--- src/rtl/snake_pkg.sv ---
// Shared snake game types: grid geometry, body FSM encoding and the cell coordinate.
package snake_pkg;

   localparam int W      = 6;
   localparam int GRID_W = 40;
   localparam int GRID_H = 30;

   typedef enum logic [2:0] {
      IDLE   = 3'd0,
      CHECK  = 3'd1,
      COMMIT = 3'd2,
      QSCAN  = 3'd3,
      DEAD   = 3'd4
   } state_t;

   typedef struct packed {
      logic [W-1:0] x;
      logic [W-1:0] y;
   } coord_t;

endpackage

--- src/rtl/snake_seg_cmp.sv ---
// Single-segment comparator: equality of two cells plus a grid-bounds check on the first.
module snake_seg_cmp #(
   parameter int GRID_W = snake_pkg::GRID_W,
   parameter int GRID_H = snake_pkg::GRID_H
) (
   input  snake_pkg::coord_t a,
   input  snake_pkg::coord_t b,
   input  logic              en,
   output logic              match,
   output logic              out_of_grid
);

   import snake_pkg::*;

   // Both flags are forced low when the compare slot is idle.
   always_comb begin
      match       = en && (a == b);
      out_of_grid = en && ((int'(a.x) >= GRID_W) || (int'(a.y) >= GRID_H));
   end

endmodule

--- src/rtl/snake_body.sv ---
// Snake body store: circular buffer of segments with serial collision check and
// serial occupancy lookup, one segment compared per cycle.
module snake_body #(
   parameter int W        = snake_pkg::W,
   parameter int MAX_LEN  = 32,
   parameter int INIT_LEN = 3,
   parameter int START_X  = 20,
   parameter int START_Y  = 15,
   parameter int GRID_W   = snake_pkg::GRID_W,
   parameter int GRID_H   = snake_pkg::GRID_H
) (
   input  logic                       Clk,
   input  logic                       Rst,
   input  logic                       i_Step,
   input  logic [W-1:0]               i_Next_x,
   input  logic [W-1:0]               i_Next_y,
   input  logic                       i_Grow,
   input  logic                       i_Qry,
   input  logic [W-1:0]               i_Qry_x,
   input  logic [W-1:0]               i_Qry_y,
   output logic [W-1:0]               o_Head_x,
   output logic [W-1:0]               o_Head_y,
   output logic [$clog2(MAX_LEN):0]   o_Length,
   output logic                       o_Busy,
   output logic                       o_Done,
   output logic                       o_Qry_done,
   output logic                       o_Qry_hit,
   output logic                       o_Collide
);

   import snake_pkg::*;

   localparam int PW = $clog2(MAX_LEN);
   localparam int LW = PW + 1;
   localparam logic [LW-1:0] MAX_L = LW'(MAX_LEN);

   state_t        state, state_n;
   coord_t        body [MAX_LEN];
   logic [PW-1:0] hp;
   logic [PW-1:0] idx;
   coord_t        tgt_q;      // proposed head during CHECK, query cell during QSCAN
   logic          grow_q;
   coord_t        seg;
   logic [LW-1:0] chk_len;
   logic [LW-1:0] idx_ext;
   logic          chk_last, qry_last;
   logic          hit, wall;

   // Segment k after reset sits at slot (0-k) mod MAX_LEN, trailing left of the head.
   function automatic coord_t init_seg(int i);
      int     k;
      coord_t c;
      k = (MAX_LEN - i) % MAX_LEN;
      c = '0;
      if (k < INIT_LEN) begin
         c.x = W'(START_X - k);
         c.y = W'(START_Y);
      end
      return c;
   endfunction

   assign o_Head_x = body[hp].x;
   assign o_Head_y = body[hp].y;

   // Scan bookkeeping: the tail slot is excluded when it is about to be vacated
   // (no growth, or growth ignored because the buffer is full).
   always_comb begin
      seg      = body[hp - idx];
      idx_ext  = {1'b0, idx};
      chk_len  = (grow_q && (o_Length < MAX_L)) ? o_Length : o_Length - 1'b1;
      chk_last = (idx_ext == chk_len - 1'b1);
      qry_last = (idx_ext == o_Length - 1'b1);
   end

   snake_seg_cmp #(
      .GRID_W (GRID_W),
      .GRID_H (GRID_H)
   ) u_cmp (
      .a           (tgt_q),
      .b           (seg),
      .en          ((state == CHECK) || (state == QSCAN)),
      .match       (hit),
      .out_of_grid (wall)
   );

   // Next-state logic; a step request outranks a simultaneous query.
   always_comb begin
      state_n = state;
      case (state)
         IDLE: begin
            if (i_Step)     state_n = CHECK;
            else if (i_Qry) state_n = QSCAN;
         end
         CHECK: begin
            if (hit || wall)   state_n = DEAD;
            else if (chk_last) state_n = COMMIT;
         end
         COMMIT: state_n = IDLE;
         QSCAN: begin
            if (hit || qry_last) state_n = IDLE;
         end
         DEAD:    state_n = DEAD;
         default: state_n = IDLE;
      endcase
   end

   // Control registers: state, registered status flags, request latches and scan index.
   always_ff @(posedge Clk) begin
      if (Rst) begin
         state      <= IDLE;
         o_Busy     <= 1'b0;
         o_Done     <= 1'b0;
         o_Qry_done <= 1'b0;
         o_Qry_hit  <= 1'b0;
         o_Collide  <= 1'b0;
         idx        <= '0;
         tgt_q      <= '0;
         grow_q     <= 1'b0;
      end else begin
         state      <= state_n;
         o_Busy     <= (state_n != IDLE);
         o_Collide  <= (state_n == DEAD);
         o_Done     <= (state == COMMIT);
         o_Qry_done <= (state == QSCAN) && (state_n == IDLE);
         if ((state == QSCAN) && (state_n == IDLE))
            o_Qry_hit <= hit;
         case (state)
            IDLE: begin
               if (i_Step) begin
                  tgt_q.x <= i_Next_x;
                  tgt_q.y <= i_Next_y;
                  grow_q  <= i_Grow;
                  idx     <= '0;
               end else if (i_Qry) begin
                  tgt_q.x <= i_Qry_x;
                  tgt_q.y <= i_Qry_y;
                  idx     <= '0;
               end
            end
            CHECK, QSCAN: idx <= idx + 1'b1;
            default: ;
         endcase
      end
   end

   // Body storage: push the new head on commit; the tail drops off implicitly
   // because only o_Length segments behind hp are ever scanned.
   always_ff @(posedge Clk) begin
      if (Rst) begin
         hp       <= '0;
         o_Length <= LW'(INIT_LEN);
         for (int i = 0; i < MAX_LEN; i++)
            body[i] <= init_seg(i);
      end else if (state == COMMIT) begin
         hp               <= hp + 1'b1;
         body[hp + 1'b1]  <= tgt_q;
         if (grow_q && (o_Length < MAX_L))
            o_Length <= o_Length + 1'b1;
      end
   end

endmodule

--- config.mk ---
export PLATFORM = sky130hd
export DESIGN_NAME = snake_body
export DESIGN_NICKNAME = d
export VERILOG_FILES = /design/src/rtl/snake_pkg.sv /design/src/rtl/snake_seg_cmp.sv /design/src/rtl/snake_body.sv
export SDC_FILE = /design/constraint.sdc
export NUM_CORES = 1
export LEC_CHECK = 0
export BUFFER_PORTS_ARGS = -buffer_cell sky130_fd_sc_hd__buf_4
export CAP_MARGIN = 20
export CORE_ASPECT_RATIO = 0.8
export CORE_MARGIN = 3
export CORE_UTILIZATION = 60
export CTS_CLUSTER_SIZE = 40
export DETAILED_ROUTE_END_ITERATION = 8
export PLACE_DENSITY = 0.84
export SYNTH_ARGS = -nofsm -noshare
export SYNTH_HDL_FRONTEND = slang
export SYNTH_SLANG_ARGS = --single-unit
--- constraint.sdc ---
create_clock -name Clk -period 6.3 [get_ports Clk]
set_input_delay 0.945 -clock Clk [delete_from_list [all_inputs] [get_ports Clk]]
set_output_delay 0.945 -clock Clk [all_outputs]
set_load 0.005 [all_outputs]
[Word level (Yosys, flattened, before mapping)]
Memories as Yosys holds them, arrays and structs flattened. A register that Yosys moved wholly into a read port is not among the register bits.
Cells that the tools add are included.
Word-level totals
  logic and storage cells: 75
  memories kept: 1
  bits in writable memories: 384
  bits in registers: 37
  input port bits: 29
Cells by class
  add/sub/neg operators: 6
  multiplexer cells: 25
  equality and inequality tests: 9
  reduce and logical (&&, ||, !) cells: 19
  order comparisons: 3
Memory list
  body: depth 32, bits a word 12, read ports 2, clocked after memory_dff 1, write ports 32, RTL line snake_body.sv:38  | coord_t body [MAX_LEN];
Operators by type and width (number)
  12-bit 2-to-1 mux: 6
  5-bit 2-to-1 mux: 5
  3-bit 2-to-1 mux: 5
  12-bit equality test: 1
  5-bit by 6-bit equality test with 1-bit output: 2
  3-bit case mux with 4 select lines: 1
  12-bit OR reduction: 1
  6-bit by 1-bit subtractor with 6-bit output, second input constant: 2
  5-bit by 1-bit adder with 5-bit output, second input constant: 2
  5-bit case mux with 2 select lines: 1
  2-bit AND reduction: 4
  6-bit by 1-bit adder with 6-bit output, second input constant: 1
  3-bit by 2-bit equality test with 1-bit output, second input constant: 2
  3-bit equality test, second input constant: 2
  6-bit by 5-bit >= comparator with 1-bit output, second input constant: 1
  6-bit >= comparator, second input constant: 1
  3-bit zero test: 2
  6-bit less-than comparator, second input constant: 1
  1-bit 2-to-1 mux: 6
  6-bit 2-to-1 mux: 1
  5-bit subtractor: 1
  1-bit logical AND: 4
  1-bit logical OR: 4
  2-bit nonzero test: 2
  other kinds (4): 4

[Longest topological paths before layout]
Gate-level depths: netlist (run 1).
  depth in word-level cells: 10
  gate-level depth with buffers: 16

[Hierarchy]
From an unflattened synthesis (run 1), not the netlist that was laid out.
Unflattened totals
  cell total of the unflattened synthesis: 1550
  area, all modules: 23095.9 µm²
Modules (own cells, without submodules)
  snake_body: area each 22927.0 µm², instances 1, cells each 1529
  snake_seg_cmp: area each 168.9 µm², instances 1, cells each 21

[Least setup slack after synthesis (run 1)]
Ideal clock, no wire load.
  path kind: reg2reg
  start: reg hp[0]
  end: reg state[1]
  library setup time: 0.117 ns
  stages on the path, launching flop included: 16
  arrival time: 4.288 ns
  path slack: 1.895 ns
  required time: 6.183 ns
  path buffers: 3
  path through: dfxtp_1 > inv_1 > ha_1 > fa_1 > xnor2_2 > buf_2 > buf_2 > mux4_2 > mux2i_1 > mux2i_1 > mux2i_1 > xor2_1 > nand2_1 > or4_1 > buf_2 > a32o_1
On the way
  longest elaborated chain between the ends: 7
  elaborated cells on any way between the ends: 9
  classes of those cells: 1 x add/sub; 1 x eq/ne; 3 x mux; 3 x reduce/logical; 1 x memory
Ends and longest elaborated chain
  start: declaration: RTL line snake_body.sv:39  | logic [PW-1:0] hp;
  start signal: assignment: RTL line snake_body.sv:155  | hp <= hp + 1'b1;
  5-bit subtractor (*): RTL line snake_body.sv:68  | seg = body[hp - idx];
  memory 32 x 12 bit (*)
  12-bit equality test (*): RTL line snake_seg_cmp.sv:17  | match = en && (a == b);
  1-bit logical AND (*): RTL line snake_seg_cmp.sv:17
  1-bit logical OR, on equally long branches: RTL line snake_body.sv:100, snake_body.sv:95
  3-bit 2-to-1 mux, on equally long branches: RTL line snake_body.sv:100, snake_body.sv:95
  3-bit case mux with 4 select lines (*): RTL line snake_body.sv:89  | case (state)
  end signal: assignment: RTL line snake_body.sv:120  | state <= state_n;
  end: declaration: RTL line snake_body.sv:37  | state_t state, state_n;
Every way passes the cells marked *; elsewhere a longest branch is shown, timed or not.
A chain may end at the register's enable or synchronous reset.

[Final worst setup path (run 1)]
Same ends and word-level chain as after synthesis.

==> results of run 1 <==
==> per-stage QoR <==
stage          utilization  setup WS, ns  hold WS, ns
2_1_floorplan            -          1.89        0.445
3_3_place_gp         0.641          1.39        0.476
3_5_place_dp         0.641          1.28        0.477
4_1_cts              0.679          1.27        0.486
5_1_grt              0.681          1.01        0.508
6_report             0.681          1.12        0.483
==> cell families (layout without fill, tap and decap cells) <==
family	count (synthesis)	count (layout)
compound gates	117	117
buf+inv	180	213
flops	426	426
simple gates	557	557
xor+xnor	40	40
mux	305	305
fa+ha+maj	14	14
==> cell type report <==
type,count,area (um^2),area share
clock inverter,12,161,0.00629
timing repair buffer,120,965,0.0376
clock buffer,66,1270,0.0494
sequential,426,12400,0.483
multi-input combinational,1033,10200,0.398
tap,487,609,0.0238
inverter,15,56.3,0.00220
==> synthesized netlist by cell type (2+ instances only) <==
| master | n |
|---|---|
| o21a_1 | 4 |
| clkbuf_1 | 131 |
| o211ai_1 | 4 |
| or2_2 | 4 |
| a31oi_1 | 4 |
| nand2_1 | 44 |
| buf_2 | 13 |
| ha_1 | 13 |
| buf_6 | 3 |
| buf_1 | 17 |
| nor3b_1 | 2 |
| mux2_2 | 13 |
| and4_1 | 2 |
| dfxtp_1 | 42 |
| nand3_1 | 13 |
| a21oi_1 | 19 |
| a21o_1 | 2 |
| xor2_1 | 13 |
| nor3_1 | 48 |
| nand4_1 | 6 |
| or4_1 | 2 |
| o22ai_1 | 3 |
| nor2b_1 | 2 |
| mux4_2 | 216 |
| a22oi_1 | 4 |
| edfxtp_1 | 384 |
| and3_1 | 4 |
| o41ai_1 | 2 |
| xnor2_1 | 26 |
| a311oi_1 | 3 |
| or3_1 | 16 |
| a211oi_1 | 15 |
| a2111oi_0 | 2 |
| mux2i_1 | 76 |
| nor4_1 | 2 |
| inv_1 | 14 |
| nor2_1 | 73 |
| o21ai_0 | 46 |
| and2_1 | 329 |
| nand2b_1 | 6 |
==> power breakdown <==
| part | total [uW] | internal (uW) | switching, uW |
|---|---|---|---|
| sequential | 3380 | 3210 | 167 |
| clock | 2640 | 1550 | 1090 |
| combinational | 3520 | 1490 | 2030 |
| total | 9530 | 6250 | 3280 |
==> sequential cells by signal (all words and copies together), names as in the netlist, named ones only <==
signal and flops:
hp 5, state 3, idx 5, tgt_q 12, o_Done 1, o_Qry_hit 1
body 384, grow_q 1, o_Busy 1, o_Length 6, o_Collide 1, o_Qry_done 1
==> final timing paths <==
path               start  slack (ns)       end
setup reg to reg   hp[0]        1.12  state[1]
hold reg to reg   grow_q        0.48    grow_q
setup / recovery   hp[0]        1.12  state[1]
hold / removal    grow_q        0.48    grow_q
==> routing by layer <==
metal | routed length (um) | vias up
met5 | 27 | -
met4 | 1800 | 4
met3 | 11500 | 150
met2 | 28700 | 1325
met1 | 23500 | 7744
li1 | - | 6235
==> critical path, stage by stage, from the launching register on <==
cell and delay [ns]:
dfxtp_1 0.46, inv_1 0.16, ha_4 0.19, fa_4 0.48, xnor2_4 0.56, buf_4 0.32
mux4_2 0.52, mux2i_1 0.17, mux2i_1 0.25, mux2i_1 0.26, xnor2_1 0.08, or4_1 0.52
or4_1 0.73, a32o_1 0.34
==> out/summary.txt, run 1 <==
outcome = complete, no violations
PD cells = 372 nW/um^2
Placer Congestion = 0.962
CORE AREA = 37700 um^2
diode count = 0
CTS sink cnt = 426
mux cell area share after synthesis = 0.248
CTS tree = yes
GRT Util Overall = 0.323
min Tclk post-route = 5.18 ns
Final Cycle Share = 0.822
global-route wire length before repair = 97500 um
Setup CP Type = register to register
die area = 41200 um^2
max-slew violation count = 0
CTS H-tree depth = 2
Hold Vio Cnt, Final = 0
nets = 1682
Net Count, Synth = 1682
crit end category = register
#FFs+latches synth = 426
Fill cells = 2490
Post-Syn Area per Cell = 14.2 um^2
Least-Margin Pin Slew = 1.30 ns
main combinational cell family by area after synthesis = multiplexers
# Post-CTS Setup Buffers = 0
placed inst area = 24100 um^2
initial antenna violation count = 4
Worst Reg-to-Reg Cells = 13
CTS Hold Bufs = 0
Max IR drop VDD = 0.284 mV
fraction of registers with async set/reset = 0
vias in the first global route = 15000
Post-Synth Simple-Gate Area = 0.135
slew margin rel. = 0.132
Synth cell types = 57
Die Span Y = 182 um
setup_tns = 0 ns
Max Clock Freq = 193 MHz
grt total ovfl = 0
Power Total = 9530 uW
met3 usage = 0.132
CTS Buf Count = 43
Seq/Total Area, Yosys = 0.532
met1 Use GR = 0.461
Max-cap violations = 0
commonest non-fill, non-tap cell in the layout = edfxtp_1
Worst Clk Skew = 0.0137 ns
Finished Layout Cells = 2159
post_cts resized = 0
row cnt = 63
Yosys Warn Count = 0
Post-synth EDFFs = 384
clk buf depth = 3
# setup viols final = 0
Vias/cell = 7.16
fin area = 25700 um^2
placed cells = 2073
CTS root buf = clkbuf_16
Min-Delay Path Class = register to register
Synth Area in Compound Gates = 0.0311
WL/cell = 30.4 um
Critical Path RT = 6.75 ns
pin count of the biggest net entering global routing = 62
cell count after synthesis = 1639
crit-path max FO = 11
Starting Density = 0.617
DRC = 0
top post-synthesis cells by area = edfxtp_1 (50%), mux4_2 (21%), and2_1 (8.8%), dfxtp_1 (3.6%), mux2i_1 (3.3%)
IO Port Bufs = 51
initial DRC count = 2715
I/O pins = 52
area of the mapped netlist = 23300 um^2
WHS Path Cells = 2
met2 Use GR = 0.468
final antenna-violating net count = 0
grt peak-use layer = met2
1st-pass router iterations = 6
P&R area growth vs syn = 10.3%
most frequent cells in the layout = edfxtp_1 (384), and2_1 (329), mux4_2 (216)
Static Leakage = 0.00905 uW
Adder-Cell Fraction of Synth Area = 0.00785
xor-xnor portion of the synthesized cell area = 0.0154
Yosys top cell area share = 0.496
DPL Wire Length = 42900 um
final wirelength = 65500 um
vias = 15500
Die Wd = 226 um
Setup crit start kind = register
RSZ-0062 raised after global routing = no
worst skew pair latency = 0.57 ns
WP data arrival = 5.63 ns
Post-synth top flop = edfxtp_1
clock edge transition at the registers on the reported setup and hold paths = 0.06 ns
largest area contributor in the netlist = edfxtp_1
share of cells above drive strength 1 = 0.253
Power figures use the tool's default switching activity.
==> run 2: changes to the inputs <==
==> constraint.sdc (replaced) <==
create_clock -name Clk -period 5 [get_ports Clk]
set_input_delay 0.75 -clock Clk [delete_from_list [all_inputs] [get_ports Clk]]
set_output_delay 0.75 -clock Clk [all_outputs]
set_load 0.005 [all_outputs]
==> out/summary.txt, run 2 (same netlist as run 1, synthesis figures left out) <==
Biggest register = body
IO Port Bufs = 51
commonest non-fill, non-tap cell in the layout = edfxtp_1
Final Cycle Share = 0.960
Max Clock Freq = 208 MHz
Hold Worst Slack = 0.470 ns
final antenna-violating net count = 0
Setup crit start kind = register
pin count of the biggest net entering global routing = 91
Min-Delay Path Class = primary input to register
Placer Congestion = 0.960
outcome = complete, no violations
DRC = 0
P&R area growth vs syn = 10.5%
Setup CP Type = register to register
crit end category = register
WL/cell = 30.5 um
RSZ-0062 raised after global routing = no
initial DRC count = 2506
Fill cells = 2506
worst skew pair latency = 0.57 ns
grt peak-use layer = met2
crit-path most repeated cell = mux2i_1
met2 Use GR = 0.464
GRT Util Overall = 0.328
DPL Wire Length = 44500 um
slew margin rel. = 0.239
Least-Margin Pin Slew = 1.14 ns
final wirelength = 66400 um
met3 usage = 0.157
Reg area = 12400 um^2
global-route wire length before repair = 98800 um
slowest stage delay, CP = 0.57 ns
Worst Hold Path EP = grow_q
CORE AREA = 37700 um^2
Critical Path RT = 5.44 ns
Hold Vio Cnt, Final = 0
Critical R2R Capture = state[1]
WHS Path Cells = 3
# Post-CTS Setup Buffers = 0
clk buf depth = 3
WP data arrival = 5.25 ns
vias in the first global route = 15100
clock edge transition at the registers on the reported setup and hold paths = 0.06 ns
setup_tns = 0 ns
initial antenna violation count = 5
crit path cell chain = inv_1 > ha_4 > fa_4 > xnor2_4 > buf_12 > buf_4 > mux4_2 > mux2i_1 > mux2i_1 > mux2i_1 > xor2_1 > nand2_1 > or4_4 > a32o_1
nets = 1696
Critical-path top delay cell = or4_4
share of cells above drive strength 1 = 0.255
reg2reg start = hp[0]
1st-pass router iterations = 6
min Tclk post-route = 4.80 ns
CTS root buf = clkbuf_16
# setup viols final = 0
Largest register FFs = 384
Worst Clk Skew = 0.0258 ns
max-slew violation count = 0
Vias/cell = 7.09
grt total ovfl = 0
Top Registers = body x384, tgt_q x12, o_Length x6
met1 Use GR = 0.455
die area = 41200 um^2
Starting Density = 0.617
Worst Path Buf+Inv = 3
CTS sink cnt = 426
Die Span Y = 182 um
Crit path max-delay family = multiplexers
Max IR drop VDD = 0.300 mV
hold_sp = i_Grow
crit-path max FO = 42
vias = 15400
Multi-input gate area = 10200 um^2
CTS tree = yes
Max-cap violations = 0
Static Leakage = 0.00907 uW
CTS H-tree depth = 2
Critical Path Start = hp[0]
Register-to-Register Setup Slack = 0.20 ns
CTS Buf Count = 43
Worst Reg-to-Reg Cells = 14
row cnt = 63
I/O pins = 52
most frequent cells in the layout = edfxtp_1 (384), and2_1 (329), mux4_2 (216)
PD cells = 463 nW/um^2
Die Wd = 226 um
run 2: changes by cell type in the layout (fill, tap and decap cells not counted), moves of 2 or more:
cell,delta
buf_4,+10
diode_2,+3
bufinv_16,-3
inv_4,-2
clkbuf_8,-5
clkbuf_1,+2
clkinv_2,+2
clkbuf_2,-2
clkinv_1,+3
buf_12,+2
buf_16,+2
run 2: stage by stage:
step / worst slack (ns) / total power [uW] / utilization / instance area [um^2] / cells
CTS: 0.140 / 11700 / 0.680 / 25600 / 2166
detailed placement: 0.195 / 8720 / 0.646 / 24300 / 2091
global placement: 0.304 / 8610 / 0.645 / 24300 / 2089
global route: 0.0426 / 12200 / 0.682 / 25700 / 2170
finish: 0.198 / 11900 / 0.682 / 25700 / 2173
floorplan: 0.595 / 7210 / - / 23300 / 1639
run 2: layout make-up:
cell class	count	area share
diodes	3	0.000292
inverters	15	0.00219
multi-input cells	1033	0.398
clock buffers	62	0.0467
clock inverters	13	0.00346
well taps	487	0.0237
repair buffers	134	0.0442
flip-flops and latches	426	0.482
run 2: timing repair:
| item | CTS | global route |
|---|---|---|
| hold buffers | 0 | 0 |
| gates resized for setup | 0 | 1 |
| setup endpoints to repair | 0 | 6 |
run 2: metal layers:
layer	routed length [um]	vias to the layer above
met5	23	-
met4	2210	4
met1	23900	7709
met3	11600	165
met2	28600	1250
li1	-	6270
run 2: power breakdown:
group / switching, uW / internal, uW
Sequential: 224 / 4050
Clock: 1350 / 1720
Combinational: 2580 / 1970
Total: 4160 / 7730
run 2: worst max-delay path by stage:
stage | depth (start not counted) | slack, ns | endpoint
floorplan | 15 | 0.59 | state[1]
global placement | 14 | 0.30 | state[1]
detailed placement | 14 | 0.20 | state[1]
CTS | 14 | 0.14 | state[1]
global route | 14 | 0.04 | state[1]
finish | 14 | 0.20 | state[1]
run 2: tightest hold or removal path: cells and delay by family:
kind	cells	cell delay, ns
compound gates	1	0.05
buf+inv	1	0.11
simple gates	1	0.06
